File: config.mk
export PLATFORM = sky130hd
export DESIGN_NAME = sprite_fetch_unit
export DESIGN_NICKNAME = d
export VERILOG_FILES = /design/src/rtl/sprite_pkg.sv /design/src/rtl/sprite_hit_calc.sv /design/src/rtl/sprite_fetch_unit.sv
export SDC_FILE = /design/constraint.sdc
export NUM_CORES = 1
export LEC_CHECK = 0
export BUFFER_PORTS_ARGS = -buffer_cell sky130_fd_sc_hd__buf_2
export CAP_MARGIN = 20
export CORE_AREA = 2 2 86 88
export DETAILED_ROUTE_END_ITERATION = 7
export DIE_AREA = 0 0 88 90
export GPL_TIMING_DRIVEN = 0
export PLACE_DENSITY_LB_ADDON = 0.12
export SYNTH_ARGS = -nofsm -noshare
export SYNTH_HDL_FRONTEND = slang
export SYNTH_SLANG_ARGS = --single-unit
File: constraint.sdc
create_clock -name Clk -period 13.4 [get_ports Clk]
set_input_delay 2.68 -clock Clk [delete_from_list [all_inputs] [get_ports Clk]]
set_output_delay 2.68 -clock Clk [all_outputs]
set_load 0.005 [all_outputs]
File: src/rtl/sprite_pkg.sv
// Shared sprite constants and types.
// Used by the sprite fetch unit, the sprite ROM wrappers and the colour mapper.
package sprite_pkg;

  localparam int unsigned SPR_W  = 60;  // sprite width in pixels
  localparam int unsigned SPR_H  = 60;  // sprite height in pixels
  localparam int unsigned ADDR_W = 12;  // sprite ROM address width
  localparam int unsigned IDX_W  = 5;   // palette index width
  localparam int unsigned XY_W   = 10;  // raster / position coordinate width

  typedef logic [IDX_W-1:0]  pal_idx_t;
  typedef logic [ADDR_W-1:0] spr_addr_t;
  typedef logic [XY_W-1:0]   coord_t;

  // Palette index treated as see-through.
  localparam pal_idx_t TRANSPARENT = '0;

endpackage

File: src/rtl/sprite_hit_calc.sv
// Combinational sprite hit test and ROM address generation.
// Ports:
//   draw_x_i, draw_y_i : current raster position
//   sx_i, sy_i         : latched sprite top-left corner
//   flip_i             : latched horizontal mirror flag
//   hit_o              : raster position lies inside the sprite box
//   addr_o             : ROM address of the sprite texel (meaningful only when hit_o)
module sprite_hit_calc
  import sprite_pkg::*;
(
  input  coord_t    draw_x_i,
  input  coord_t    draw_y_i,
  input  coord_t    sx_i,
  input  coord_t    sy_i,
  input  logic      flip_i,
  output logic      hit_o,
  output spr_addr_t addr_o
);

  localparam logic [XY_W:0] SprWExt  = (XY_W + 1)'(SPR_W);
  localparam logic [XY_W:0] SprHExt  = (XY_W + 1)'(SPR_H);
  localparam spr_addr_t     SprWAddr = ADDR_W'(SPR_W);
  localparam spr_addr_t     SprWLast = ADDR_W'(SPR_W - 1);

  logic [XY_W:0] dx;
  logic [XY_W:0] dy;
  spr_addr_t     col;

  always_comb begin
    // One extra bit so a raster position left of / above the sprite shows up as
    // a set MSB instead of wrapping into the sprite box.
    dx    = {1'b0, draw_x_i} - {1'b0, sx_i};
    dy    = {1'b0, draw_y_i} - {1'b0, sy_i};
    hit_o = !dx[XY_W] && (dx < SprWExt) && !dy[XY_W] && (dy < SprHExt);
    col   = flip_i ? (SprWLast - spr_addr_t'(dx)) : spr_addr_t'(dx);
    // dy < SPR_H on a hit, so the row offset fits the address width.
    addr_o = spr_addr_t'(dy) * SprWAddr + col;
  end

endmodule

File: src/rtl/sprite_fetch_unit.sv
// Sprite fetch stage sitting in front of the 60x60 sprite ROM.
// Generates the ROM read address from the raster position and the frame-latched
// sprite position, then realigns the returned palette index with the raster.
// Ports:
//   Clk, Reset_n        : clock, asynchronous active-low reset
//   pix_ce              : pixel clock-enable for the address stage
//   frame_start         : latches sprite_x / sprite_y / flip_h
//   DrawX, DrawY        : raster position
//   sprite_x, sprite_y  : sprite top-left corner
//   flip_h              : mirror sprite horizontally
//   rom_addr            : registered ROM read address
//   rom_data            : ROM read data, one Clk after rom_addr
//   pix_valid, pix_index: opaque-pixel flag and palette index, 2 Clk after sampling
module sprite_fetch_unit
  import sprite_pkg::*;
(
  input  logic      Clk,
  input  logic      Reset_n,
  input  logic      pix_ce,
  input  logic      frame_start,
  input  coord_t    DrawX,
  input  coord_t    DrawY,
  input  coord_t    sprite_x,
  input  coord_t    sprite_y,
  input  logic      flip_h,
  output spr_addr_t rom_addr,
  input  pal_idx_t  rom_data,
  output logic      pix_valid,
  output pal_idx_t  pix_index
);

  coord_t    sx_q, sx_d;
  coord_t    sy_q, sy_d;
  logic      flip_q, flip_d;
  spr_addr_t rom_addr_q, rom_addr_d;
  logic      hit_d1_q, hit_d1_d;
  logic      hit_d2_q, hit_d2_d;
  logic      pix_valid_q, pix_valid_d;
  pal_idx_t  pix_index_q, pix_index_d;

  logic      hit;
  spr_addr_t hit_addr;

  // Uses the currently latched values, so a frame_start coinciding with pix_ce
  // still samples against the previous frame's position.
  sprite_hit_calc u_hit_calc (
    .draw_x_i (DrawX),
    .draw_y_i (DrawY),
    .sx_i     (sx_q),
    .sy_i     (sy_q),
    .flip_i   (flip_q),
    .hit_o    (hit),
    .addr_o   (hit_addr)
  );

  always_comb begin
    sx_d        = sx_q;
    sy_d        = sy_q;
    flip_d      = flip_q;
    rom_addr_d  = rom_addr_q;
    hit_d1_d    = hit_d1_q;
    pix_valid_d = 1'b0;
    pix_index_d = '0;

    if (frame_start) begin
      sx_d   = sprite_x;
      sy_d   = sprite_y;
      flip_d = flip_h;
    end

    if (pix_ce) begin
      hit_d1_d = hit;
      // Hold the address on a miss to avoid needless ROM toggling.
      if (hit) begin
        rom_addr_d = hit_addr;
      end
    end

    // Ungated so the flag tracks the ROM's fixed one-Clk latency even when
    // pix_ce is held high continuously.
    hit_d2_d = hit_d1_q;

    if (hit_d2_q && (rom_data != TRANSPARENT)) begin
      pix_valid_d = 1'b1;
      pix_index_d = rom_data;
    end
  end

  always_ff @(posedge Clk or negedge Reset_n) begin
    if (!Reset_n) begin
      sx_q        <= '0;
      sy_q        <= '0;
      flip_q      <= 1'b0;
      rom_addr_q  <= '0;
      hit_d1_q    <= 1'b0;
      hit_d2_q    <= 1'b0;
      pix_valid_q <= 1'b0;
      pix_index_q <= '0;
    end else begin
      sx_q        <= sx_d;
      sy_q        <= sy_d;
      flip_q      <= flip_d;
      rom_addr_q  <= rom_addr_d;
      hit_d1_q    <= hit_d1_d;
      hit_d2_q    <= hit_d2_d;
      pix_valid_q <= pix_valid_d;
      pix_index_q <= pix_index_d;
    end
  end

  assign rom_addr  = rom_addr_q;
  assign pix_valid = pix_valid_q;
  assign pix_index = pix_index_q;

endmodule

Word level (Yosys, flattened, before mapping)
Cells that the tools add are included.
{"block": "classes", "add_sub_neg": 4, "multipliers": 1, "n_lt_le_gt_ge": 2, "muxes": 3, "reduce_logical": 8}
{"operator": "$lt 11x6->1 const B", "count": 2}
{"operator": "$sub 10x10->11", "count": 2}
{"operator": "$add 12x12->12", "count": 1}
{"operator": "$mux 12", "count": 1}
{"operator": "$sub 6x11->12 const A", "count": 1}
{"operator": "$mul 11x4->10 const B", "count": 1}
{"operator": "$mux 5", "count": 1}
{"operator": "$reduce_bool 5->1", "count": 1}
{"operator": "$logic_and 1x1->1", "count": 4}
{"operator": "$logic_not 1->1", "count": 2}
{"operator": "$reduce_and 2->1", "count": 1}
{"operator": "$mux 1", "count": 1}
{"block": "totals", "regBits": 41, "in_bits": 50, "out_inout_bits": 18, "word_cells": 26}

Depth between registers and ports, before layout
{"block": "depth", "ltp_word": 6, "ltp_mapped": 22, "mapped_depth_nobuf": 22}

Cells and area by module
Synthesis repeated with hierarchy kept, for this count alone.
{"block": "unflattened", "cells_unflattened": 376, "hier_area_um2": 3667.3}
{"module": "sprite_hit_calc", "instances": 1, "cells_per_inst": 289, "area_per_inst_um2": 2194.6, "seq_area_each_um2": 0.0}
{"module": "sprite_fetch_unit", "instances": 1, "cells_per_inst": 87, "area_per_inst_um2": 1472.7, "seq_area_each_um2": 1026.0}

Worst setup path after synthesis
Ideal clock, no wire load.
{"block": "synth_timing", "kind": "input to register", "start": "input DrawY[0]", "end": "register rom_addr_q[11], in the netlist rom_addr[11]", "setup_time_ns": 0.125, "arrival_ns": 6.715, "required_time_ns": 13.275, "setup_slack_ns": 6.561, "path_stages": 20, "n_path_buf": 0, "path_cell_list": "inv_1 ha_1 inv_1 fa_1 a21oi_1 o21bai_1 xnor2_1 xnor2_1 ha_1 inv_1 fa_1 inv_1 ha_1 or2_2 a21oi_1 a21oi_1 xor2_1 xnor3_1 xnor2_1 mux2_2"}
{"block": "synth_via", "elab_chain_cells": 5, "word_cells_on_any_way": 8, "classes_between": "add/sub: 2; mul: 1; order compare: 1; reduce/logical: 4"}
{"item": "from (decl)", "line_no": "sprite_fetch_unit.sv:22", "source": "input coord_t DrawY,"}
{"item": "$sub 10x10->11 *", "line_no": "sprite_hit_calc.sv:33", "source": "dy = {1'b0, draw_y_i} - {1'b0, sy_i};"}
{"item": "branches (longest 4 deep; another with $add 12x12->12)"}
{"item": "to (signal assigned)", "line_no": "sprite_fetch_unit.sv:103", "source": "rom_addr_q <= rom_addr_d;"}
{"item": "to (decl)", "line_no": "sprite_fetch_unit.sv:35", "source": "spr_addr_t rom_addr_q, rom_addr_d;"}
Every way passes the cells marked *.
A chain may end at the register's enable or synchronous reset.

Worst setup path after layout
Same ends and word-level chain as after synthesis.

==> impl_metrics.json <==
{
  "seq_area_sq_um": 1026,
  "drtIter0Drc": 67,
  "yosysTopAreaCellShare": 0.2730,
  "root_buffer": "clkbuf_8",
  "clockPowerShare": 0.082,
  "synth.most_common_cell": "inv_1",
  "grt_first_pass_wirelength_mm": 13.43,
  "syn_avg_cell_area_sq_um": 9.013,
  "gr-total-overflow": 0,
  "synth_cell_types": 58,
  "clk_latency_ns": 0.30,
  "gp_congestion": 0.8140,
  "relSlewSlack": 0.3855,
  "crit-reg2reg-launch": "sy_q[0]",
  "num_vias": 3016,
  "synth_seq_area_share": 0.2730,
  "period_share": 0.5340,
  "rsz0062_at_grt": "false",
  "hold_start": "hit_d1_q",
  "synth.area.top_cells": "dfrtp_1 (27%), ha_1 (14%), xnor2_1 (6.5%)",
  "syn_nets": 521,
  "cts.sinks": 41,
  "synth_edf_count": 0,
  "cp.required_ns": 13.58,
  "p_per_area_nw_per_um2": 265.5,
  "peakVddDrop_mv": 0.1490,
  "die_w_um": 88,
  "synth_xor_area_frac": 0.09854,
  "p_sw_uw": 542.9,
  "postCtsResizedCells": 0,
  "clock_skew_ns": 0.009332,
  "synth_compound_area_frac": 0.1754,
  "internal-power_uw": 603.4,
  "num_io_pins": 68,
  "synth_top_family_by_area": "adder cells",
  "synth_mux_area_frac": 0.03795,
  "path_class": "in2reg",
  "setup-tns-final_ns": 0,
  "track_usage": 0.2120,
  "cp-start-kind": "input port",
  "cp.arrival_ns": 7.34,
  "finalSetupViolations": 0,
  "startpoint": "DrawY[0]",
  "maxCapViolations": 0,
  "comb_power_share": 0.799,
  "drive_above_1_share": 0.1813,
  "ys_async_sr_fraction": 1.000,
  "numPlacedInstances": 582,
  "port_buffers": 66,
  "synthFlopType": "dfrtp_1",
  "area_growth_pct": 14.88,
  "clockBufferDepth": 2,
  "post_drt_wl_per_cell_um": 13.08,
  "clk_pin_slew_worst_paths_ns": 0.09,
  "stdcell_count": 590,
  "synth_top_area_cell": "dfrtp_1",
  "cts_hold_buf": 0,
  "antenna_found_initial": 0,
  "numCtsBuffers": 5,
  "cts_tree": "yes",
  "die-height_um": 90,
  "dp_hpwl_mm": 6.405,
  "fp.coreArea_sq_um": 7020,
  "maxSlewViolCount": 0,
  "placementRows": 31,
  "drt_pass1_iterations": 4,
  "period_minus_slack_ns": 7.156,
  "multi_input_area_sq_um": 2446,
  "netlist_instances": 417,
  "hold_class": "reg2reg",
  "yosys.area_share.simple": 0.1345,
  "max_clock_freq_mhz": 139.8,
  "ctsHtreeMaxLevel": 2,
  "status": "complete, no violations",
  "path_max_fanout": 6,
  "seqPwrFrac": 0.119,
  "nets": 594,
  "p_sw_frac": 0.4736,
  "endpoint_kind": "flip-flop",
  "fillers": 650,
  "viasPerCell": 5.112,
  "synth_common_cells": "inv_1 (65), ha_1 (43), dfrtp_1 (41)",
  "worstMarginPinSlew_ns": 0.9217,
  "cts_setup_buffers": 0,
  "die_area_sq_um": 7920,
  "grt_max_degree": 42,
  "ys_ff_latch": 41,
  "syn_area_sq_um": 3759,
  "finalWirelength_mm": 7.717,
  "ys.warnings.count": 0,
  "power.leakage_nw": 2.259,
  "grt_pass1_vias": 3034,
  "route.detailed.drc": 0,
  "synth_adder_area_share": 0.2044,
  "antenna_cells": 0,
  "antenna_left": 0,
  "initial_utilization": 0.5354,
  "hold_violations": 0
}
==> cells by family (layout without fill, tap and decap cells) <==
logic type / after synthesis / after routing
buf+inv: 74 / 148
xor+xnor: 39 / 39
simple gates: 96 / 96
compound gates: 99 / 99
fa+ha+maj: 55 / 55
mux: 13 / 13
flops: 41 / 41
==> cells in the final DEF (no fill, tap or decap), drive strengths merged, types with 3 or more instances in the layout <==
master	n
xor2	9
o21ai	36
nor3	3
nand2	34
a31oi	4
a221oi	3
xnor2	28
nand2b	9
ha	43
inv	67
o31ai	7
or2	5
or3	3
a21boi	4
dfrtp	41
a21o	12
clkbuf	11
mux2	10
nor2b	3
mux2i	3
nand3	5
buf	70
o211ai	3
a21oi	16
and2	9
nor2	13
fa	11
==> metal layers <==
| layer | global-route usage | routed length (um) | up-vias |
|---|---|---|---|
| met5 | 0 | 0 | - |
| met2 | 0.3523 | 3783 | 42 |
| met1 | 0.2942 | 3711 | 1411 |
| met4 | 0.04359 | 66 | 0 |
| li1 | - | - | 1558 |
| met3 | 0.02755 | 155 | 5 |
==> metrics by stage <==
stage	setup WS, ns	utilization	total power, mW	cell area, sq um	hold WS, ns
final	6.244	0.6150	1.146	4318	0.3926
after global routing	5.973	0.6150	1.286	4318	0.4137
after CTS	6.272	0.6150	1.156	4318	0.3936
after detailed placement	5.965	0.6001	1.058	4213	0.3735
after global placement	6.116	0.6001	1.030	4213	0.3619
after floorplan	6.561	-	0.8810	3759	0.3537
==> final cells by class <==
cell class                 count  share of cell area
timing repair buffer          66             0.07650
multi-input combinational    302              0.5665
inverter                      66             0.05737
tap                           99             0.02869
clock inverter                 1            0.002028
sequential                    41              0.2376
clock buffer                   7             0.02231
buffer                         8            0.008983
==> worst paths after layout <==
check                               endpoint  slack, ns  depth (start not counted)
worst max-delay path            rom_addr[11]       6.24                         22
worst min-delay path                hit_d2_q       0.39                          0
worst max register to register  rom_addr[11]       8.41                         20
worst min register to register      hit_d2_q       0.39                          0
max in group asynchronous        rom_addr[2]      10.30                          1
min in group asynchronous            sy_q[8]       2.51                          1
==> sequential cells by signal, indices dropped and copies added (netlist names) <==
register   flops
flip_q         1
hit_d1_q       1
hit_d2_q       1
pix_index      5
pix_valid      1
rom_addr      12
sx_q          10
sy_q          10
==> power groups by stage <==
stage / sequential [mW] / clock, mW / combinational [mW]
after floorplan: 0.138 / 0 / 0.743
after global placement: 0.138 / 0 / 0.892
after detailed placement: 0.139 / 0 / 0.919
after CTS: 0.136 / 0.0956 / 0.924
after global routing: 0.137 / 0.100 / 1.05
final: 0.136 / 0.0940 / 0.916
==> critical path, stage by stage <==
cell and delay [ns]:
buf_2 0.09, inv_1 0.09, ha_1 0.17, inv_1 0.05
fa_1 0.40, a21oi_1 0.23, o21bai_1 0.10, xnor2_1 0.54
inv_1 0.19, xnor2_1 0.19, fa_1 0.51, inv_1 0.04
ha_1 0.34, a21oi_1 0.23, o21bai_1 0.09, a21oi_1 0.18
xnor2_1 0.14, ha_1 0.28, a21o_1 0.19, a31oi_1 0.24
xnor2_1 0.10, mux2_2 0.26
Power figures use the tool's default switching activity.
